`src/rtl/pc_fetch_unit.sv`:
```
// -----------------------------------------------------------------------------
// pc_fetch_unit
//
// Program-counter and instruction-fetch sequencer. Holds the architectural PC,
// presents it to an external PC+4 adder, issues one instruction-memory request
// at a time and hands each returned instruction, tagged with its PC, to decode
// over a valid/ready handshake. Branch/jump redirects override sequential flow
// in every state; a 1-bit kill flag marks an in-flight response as stale.
//
// Ports
//   clk, rst_n        clock (rising edge), asynchronous active-low reset
//   pc_out            current PC, feeds the PC+4 adder SrcA
//   pc_plus4_in       adder result, combinational pc_out + 4
//   redirect_valid    take redirect_target this cycle
//   redirect_target   branch/jump target (bits [1:0] are ignored)
//   imem_req_valid    fetch request valid (registered)
//   imem_req_ready    memory accepts the request
//   imem_req_addr     fetch address, equal to pc_out
//   imem_rsp_valid    response valid
//   imem_rsp_data     fetched instruction word
//   inst_valid        instruction available to decode (registered)
//   inst_ready        decode accepts the instruction
//   inst_data         instruction word (registered)
//   inst_pc           PC of inst_data (registered)
// -----------------------------------------------------------------------------
module pc_fetch_unit #(
    parameter int               WIDTH    = 32,
    parameter logic [WIDTH-1:0] RESET_PC = {WIDTH{1'b0}}
) (
    input  logic             clk,
    input  logic             rst_n,
    output logic [WIDTH-1:0] pc_out,
    input  logic [WIDTH-1:0] pc_plus4_in,
    input  logic             redirect_valid,
    input  logic [WIDTH-1:0] redirect_target,
    output logic             imem_req_valid,
    input  logic             imem_req_ready,
    output logic [WIDTH-1:0] imem_req_addr,
    input  logic             imem_rsp_valid,
    input  logic [WIDTH-1:0] imem_rsp_data,
    output logic             inst_valid,
    input  logic             inst_ready,
    output logic [WIDTH-1:0] inst_data,
    output logic [WIDTH-1:0] inst_pc
);

    typedef enum logic [1:0] {
        S_IDLE,
        S_REQ,
        S_WAIT,
        S_HOLD
    } state_e;

    state_e           state_q, state_d;
    logic [WIDTH-1:0] pc_q, pc_d;
    logic             kill_q, kill_d;
    logic             req_valid_q, req_valid_d;
    logic             inst_valid_q, inst_valid_d;
    logic [WIDTH-1:0] inst_data_q, inst_data_d;
    logic [WIDTH-1:0] inst_pc_q, inst_pc_d;
    logic [WIDTH-1:0] redirect_pc;

    // Redirect targets are word aligned by clearing the two low bits.
    assign redirect_pc = redirect_target & ~{{(WIDTH-2){1'b0}}, 2'b11};

    always_comb begin
        // NOTE: every signal assigned here gets a default first so no path
        // leaves it unassigned, which would otherwise infer a latch.
        state_d      = state_q;
        pc_d         = pc_q;
        kill_d       = kill_q;
        inst_valid_d = inst_valid_q;
        inst_data_d  = inst_data_q;
        inst_pc_d    = inst_pc_q;

        unique case (state_q)
            S_IDLE: begin
                state_d = S_REQ;
                if (redirect_valid) begin
                    pc_d = redirect_pc;
                end
            end

            S_REQ: begin
                if (redirect_valid) begin
                    pc_d = redirect_pc;
                    // An accepted request for the old PC is now in flight;
                    // its response must be thrown away.
                    if (imem_req_ready) begin
                        kill_d  = 1'b1;
                        state_d = S_WAIT;
                    end
                end else if (imem_req_ready) begin
                    state_d = S_WAIT;
                end
            end

            S_WAIT: begin
                if (redirect_valid) begin
                    pc_d = redirect_pc;
                    if (imem_rsp_valid) begin
                        // Response lands together with the redirect: drop it
                        // here, so nothing stale remains outstanding.
                        kill_d  = 1'b0;
                        state_d = S_REQ;
                    end else begin
                        kill_d = 1'b1;
                    end
                end else if (imem_rsp_valid) begin
                    if (kill_q) begin
                        kill_d  = 1'b0;
                        state_d = S_REQ;
                    end else begin
                        inst_data_d  = imem_rsp_data;
                        inst_pc_d    = pc_q;
                        inst_valid_d = 1'b1;
                        pc_d         = pc_plus4_in;
                        state_d      = S_HOLD;
                    end
                end
            end

            S_HOLD: begin
                // With a redirect, a simultaneous inst_ready still completes
                // the transfer; either way the held instruction is retired.
                if (redirect_valid) begin
                    pc_d         = redirect_pc;
                    inst_valid_d = 1'b0;
                    state_d      = S_REQ;
                end else if (inst_ready) begin
                    inst_valid_d = 1'b0;
                    state_d      = S_REQ;
                end
            end

            default: begin
                state_d = S_IDLE;
            end
        endcase

        // Request valid is registered: it is high exactly while in REQ.
        req_valid_d = (state_d == S_REQ);
    end

    // NOTE: state registers use non-blocking assignments so every flop samples
    // the pre-edge values, independent of process evaluation order.
    always_ff @(posedge clk or negedge rst_n) begin
        if (!rst_n) begin
            state_q      <= S_IDLE;
            pc_q         <= RESET_PC;
            kill_q       <= 1'b0;
            req_valid_q  <= 1'b0;
            inst_valid_q <= 1'b0;
            inst_data_q  <= {WIDTH{1'b0}};
            inst_pc_q    <= {WIDTH{1'b0}};
        end else begin
            state_q      <= state_d;
            pc_q         <= pc_d;
            kill_q       <= kill_d;
            req_valid_q  <= req_valid_d;
            inst_valid_q <= inst_valid_d;
            inst_data_q  <= inst_data_d;
            inst_pc_q    <= inst_pc_d;
        end
    end

    assign pc_out         = pc_q;
    assign imem_req_addr  = pc_q;
    assign imem_req_valid = req_valid_q;
    assign inst_valid     = inst_valid_q;
    assign inst_data      = inst_data_q;
    assign inst_pc        = inst_pc_q;

endmodule

```
`config.mk`:
```
export PLATFORM = sky130hd
export DESIGN_NAME = pc_fetch_unit
export DESIGN_NICKNAME = d
export VERILOG_FILES = /design/src/rtl/pc_fetch_unit.sv
export SDC_FILE = /design/constraint.sdc
export NUM_CORES = 1
export LEC_CHECK = 0
export ABC_AREA = 1
export BUFFER_PORTS_ARGS = -buffer_cell sky130_fd_sc_hd__buf_2
export CAP_MARGIN = 20
export CORE_MARGIN = 5
export CORE_UTILIZATION = 50
export CTS_CLUSTER_DIAMETER = 50
export DETAILED_ROUTE_END_ITERATION = 10
export GPL_ROUTABILITY_DRIVEN = 0
export PLACE_DENSITY = 0.85
export SLEW_MARGIN = 5
export SYNTH_ARGS = -nofsm -noshare
export SYNTH_HDL_FRONTEND = slang
export SYNTH_SLANG_ARGS = --single-unit
```
`constraint.sdc`:
```
create_clock -name clk -period 2 [get_ports clk]
set_input_delay 0 -clock clk [delete_from_list [all_inputs] [get_ports clk]]
set_output_delay 0 -clock clk [all_outputs]
set_load 0.02 [all_outputs]
```
* Word level (Yosys, flattened, before mapping)
Index checks and enable logic that the tools add are counted. W data, S select, Z words.
Operators by class: reductions and logical operators 8, muxes and demuxes 25, eq/ne operators 13, bitwise operators 2
Operators with widths (number):
- $mux W32 | 4
- $pmux W32 S2 | 1
- $mux W2 | 7
- $mux W1 | 10
- $ne A2 B2 Y1 const B | 5
- $ne A3 B3 Y1 const B | 3
- $pmux W2 S4 | 1
- $reduce_and A4 Y1 | 2
- $reduce_and A5 Y1 | 1
- $eq A2 B1 Y1 const B | 2
- $eq A2 B2 Y1 const B | 2
- $pmux W1 S2 | 2
- $reduce_bool A2 Y1 | 2
- $reduce_and A3 Y1 | 1
- $reduce_or A3 Y1 | 1
- $logic_not A2 Y1 | 1
- $ne A2 B1 Y1 const B | 1
- $not A1 Y1 | 2
Storage, ports and cells: input bits 102, word-level logic and storage cells 55, register bits after elaboration 101

* Longest topological paths before layout
word-level depth 5, gate-level depth with buffers 8, gate-level depth less buffers 7

* Least setup slack after synthesis
OpenSTA, ideal clock, no wires.
path type reg2reg, start register state_q[0], end register inst_data_q[0], in the netlist inst_data[0], period minus slack after synthesis 1229 ps, path buffers 2, path slack 771 ps, setup time 117 ps, arrival time 1112 ps, stages on the path, launching flop included 9, cell sequence dfrtp_1 inv_2 nand2_2 nor2_4 nand2_1 buf_6 buf_6 nand2_1 nand2_1
On the way: cells in the longest elaborated chain, start to end 2
Ends and longest elaborated chain:
- start, declared | line 54 | state_e state_q, state_d;
- start signal, assigned | line 157 | state_q <= state_d;
- $eq A2 B2 Y1 | line 76 | unique case (state_q)
- $reduce_and A4 Y1 (no source line)
- end signal, assigned | line 154 | inst_data_q <= {WIDTH{1'b0}};
- end signal, assigned | line 162 | inst_data_q <= inst_data_d;
- end, declared | line 59 | logic [WIDTH-1:0] inst_data_q, inst_data_d;
Every way passes these cells. A chain may end at the register's enable or synchronous reset.

* Worst setup path in the final report
start register state_q[0], end register pc_q[2], in the netlist imem_req_addr[2]
On the way: cells in the longest elaborated chain, start to end 4, elaborated cells on any way between the ends 10, those cells by class eq/ne (6); mux (1); reduce/logical (3)
Ends and longest elaborated chain:
- $eq A2 B2 Y1, or another cell as far along | line 76
- $reduce_or A3 Y1 (no source line)
- $ne A2 B1 Y1 (no source line)
- $reduce_and A3 Y1 (no source line)
- end signal, assigned | line 158 | pc_q <= pc_d;
- end, declared | line 55 | logic [WIDTH-1:0] pc_q, pc_d;
Several ways; a longest one is shown, not always the timed one.

==> results.yml <==
timing:
  clock_skew_ps: 16.1
  finalMaxSlewViolations: 0
  max_freq_mhz: 505
  whs_ps: 33.1
  hold_viol_final: 0
  setup_violations: 0
  period_share: 0.989
  slew_headroom: 0.540
  min_period_ps: 1980
  worstMarginPinSlew_ps: 690
logic_synthesis:
  yosysTopAreaCellShare: 0.535
  syn_area_um2: 4730
  syn-num-nets: 692
  synthCells: 590
  netlist_top_cells_area: "dfrtp_1, nand2_1, nand3_1, buf_4, buf_2"
  ys_ff_latch: 101
  ys_seq_area_frac: 0.535
  netlist.top_cell.by_area: "dfrtp_1"
  syn_area_per_cell_um2: 8.01
  yosysUniqueCellTypes: 16
  yosysWarnings: 0
outcome:
  status: "finished, final reports clean"
clock_network:
  htreeDepth: 3
  cts_buffers: 9
  tritoncts: "built"
  root_buffer: "clkbuf_8"
  cts_sinks: 101
  clkTransAtPathRegs_ps: 110
  cts.path.max_buffers: 2
  clk_latency_ps: 350
global_routing:
  overflow: 0
  grt_usage: 0.290
  antenna_found_initial: 0
  grt_pass1_wl_mm: 26.4
  grt_max_degree: 54
  grt_pass1_vias: 5400
finish:
  fillers: 621
  antennaDiodeCount: 0
  final_cell_mix: "nand2_1, buf_2, nand3_1, dfrtp_1, dlygate4sd3_1"
  final_common_cell: "nand2_1"
  layout.nets: 974
  drive_gt1_frac: 0.315
  final_area_um2: 6910
  stdcell_count: 1006
  fin_util: 0.748
  area_growth_pct: 46.1
die:
  start_util: 0.512
  num_rows: 35
  die_w_um: 107
  fp.dieH_um: 107
  die-area_um2: 11500
  ioPinCount: 232
  core_um2: 9240
hold_path:
  hp-class: "input port to flop"
  holdPathStages: 5
place:
  port_buffers: 229
  place_area_um2: 5710
  dp_hpwl_mm: 10.1
  placedCellCount: 892
worst_setup_path:
  crit_path_top_delay_cell: "dlygate4sd3_1"
  arrival_ps: 2260
  rr_worst_depth: 10
  worstPathRequired_ps: 2280
  cpMostUsedCell: "nand2_1"
  setup.worst_path.end_class: "flop"
  worstPathMaxFanout: 13
  path_cells: "inv_2, nand2_4, nor2_4, buf_4, clkbuf_16, nand2_1, nand2_1, dlygate4sd3_1, nand2_1, nand2_1"
  critPathLaunchType: "flop"
  max_stage_delay_ps: 550
  crit_type: "flop to flop"
pwr:
  p_per_area_nw_per_um2: 1150
  p_seq_frac: 0.401
  switching_power_uw: 3560
  p_comb_frac: 0.447
  total_power_uw: 7970
  vdd.ir_drop.worst_mv: 0.651
  power_leakage_uw: 0.00406
  clkPwrFrac: 0.152
  p_int_uw: 4410
  switching_share: 0.447
detailed_routing:
  drt_first_pass_iters: 6
  detail_route.iter0.violations: 430
  via_count: 5342
  drc: 0
  detail-route-antenna-nets: 0
  vias_per_cell: 5.31
  wl_mm: 17.2
  wl_per_cell_um: 17.1
job:
  cap_violations: 0
## per-layer routing
metal  part of all wire  global-route usage
met5                  0                   0
met3               0.10              0.0680
met4              0.038               0.132
met2               0.49               0.504
met1               0.36               0.340
## flip-flops by register name, summed over array words and instances, names as in the netlist
| register | count |
|---|---|
| imem_req_addr | 32 |
| inst_data | 32 |
| inst_pc | 32 |
| imem_req_valid | 1 |
| inst_valid | 1 |
| state_q | 2 |
| kill_q | 1 |
## logic make-up after synthesis
| logic type | after synthesis | share of synthesized area |
|---|---|---|
| DFF | 101 | 0.535 |
| AOI/OAI and AO/OA | 1 | 0.00106 |
| buffers and inverters | 75 | 0.104 |
| and+or+nand+nor | 413 | 0.361 |
## stage by stage
stage | TNS (ps) | setup WS [ps]
3_5_place_dp | 0 | 289
3_3_place_gp | 0 | 346
6_report | 0 | 21.3
4_1_cts | 0 | 41.4
2_1_floorplan | 0 | 771
5_1_grt | -147 | -20.7
## area by class of cell
| type | instances | area [µm²] | area share |
|---|---|---|---|
| tap | 129 | 161 | 0.0234 |
| multi-input combinational | 414 | 1730 | 0.251 |
| clock buffer | 9 | 124 | 0.0179 |
| sequential | 101 | 2530 | 0.366 |
| inverter | 7 | 26.3 | 0.00380 |
| clock inverter | 7 | 58.8 | 0.00851 |
| timing repair buffer | 339 | 2280 | 0.330 |
## synth_stat cells
master / n
o21ai_0: 1
nand3_1: 102
nor2_4: 2
nand2_2: 3
dfrtp_1: 101
buf_1: 2
buf_4: 38
nor2_2: 1
nand4_1: 1
clkbuf_1: 5
nor2_1: 6
inv_2: 2
nand2_1: 298
inv_1: 5
buf_6: 6
buf_2: 17
## critical path: cells and delay by family, from the launching register on
family	cells	cell delay, ps
buffers and inverters	4	970
flip-flops	1	480
AND/OR/NAND/NOR	6	460
## repair_timing
action                                  4_1_cts  5_1_grt
hold buffers                                 92        0
setup buffers                                 0        5
hold endpoints to repair                    115        0
gates resized for setup                       0        5
endpoints found under the setup margin        0       28
## path summary, 6_finish.rpt
| check | from | to | slack [ps] |
|---|---|---|---|
| worst min-delay path | pc_plus4_in[19] | imem_req_addr[19]$_DFFE_PN0P_ | 30 |
| max in group asynchronous | rst_n | inst_data[5]$_DFFE_PN0P_ | 1010 |
| worst min register to register | inst_pc[24]$_DFFE_PN0P_ | inst_pc[24]$_DFFE_PN0P_ | 480 |
| worst max register to register | state_q[0]$_DFF_PN0_ | imem_req_addr[2]$_DFFE_PN0P_ | 20 |
| min in group asynchronous | rst_n | inst_data[0]$_DFFE_PN0P_ | 250 |
| worst max-delay path | state_q[0]$_DFF_PN0_ | imem_req_addr[2]$_DFFE_PN0P_ | 20 |
## power by group through the flow
stage               logic, µW  registers (µW)  clock network [µW]
finish                   3570            3200                1210
global route             3830            3280                1330
CTS                      3400            3170                1240
detailed placement       3180            3210                   0
global placement         3100            3170                   0
floorplan                1300            3950                   0
Power figures use the tool's default switching activity.
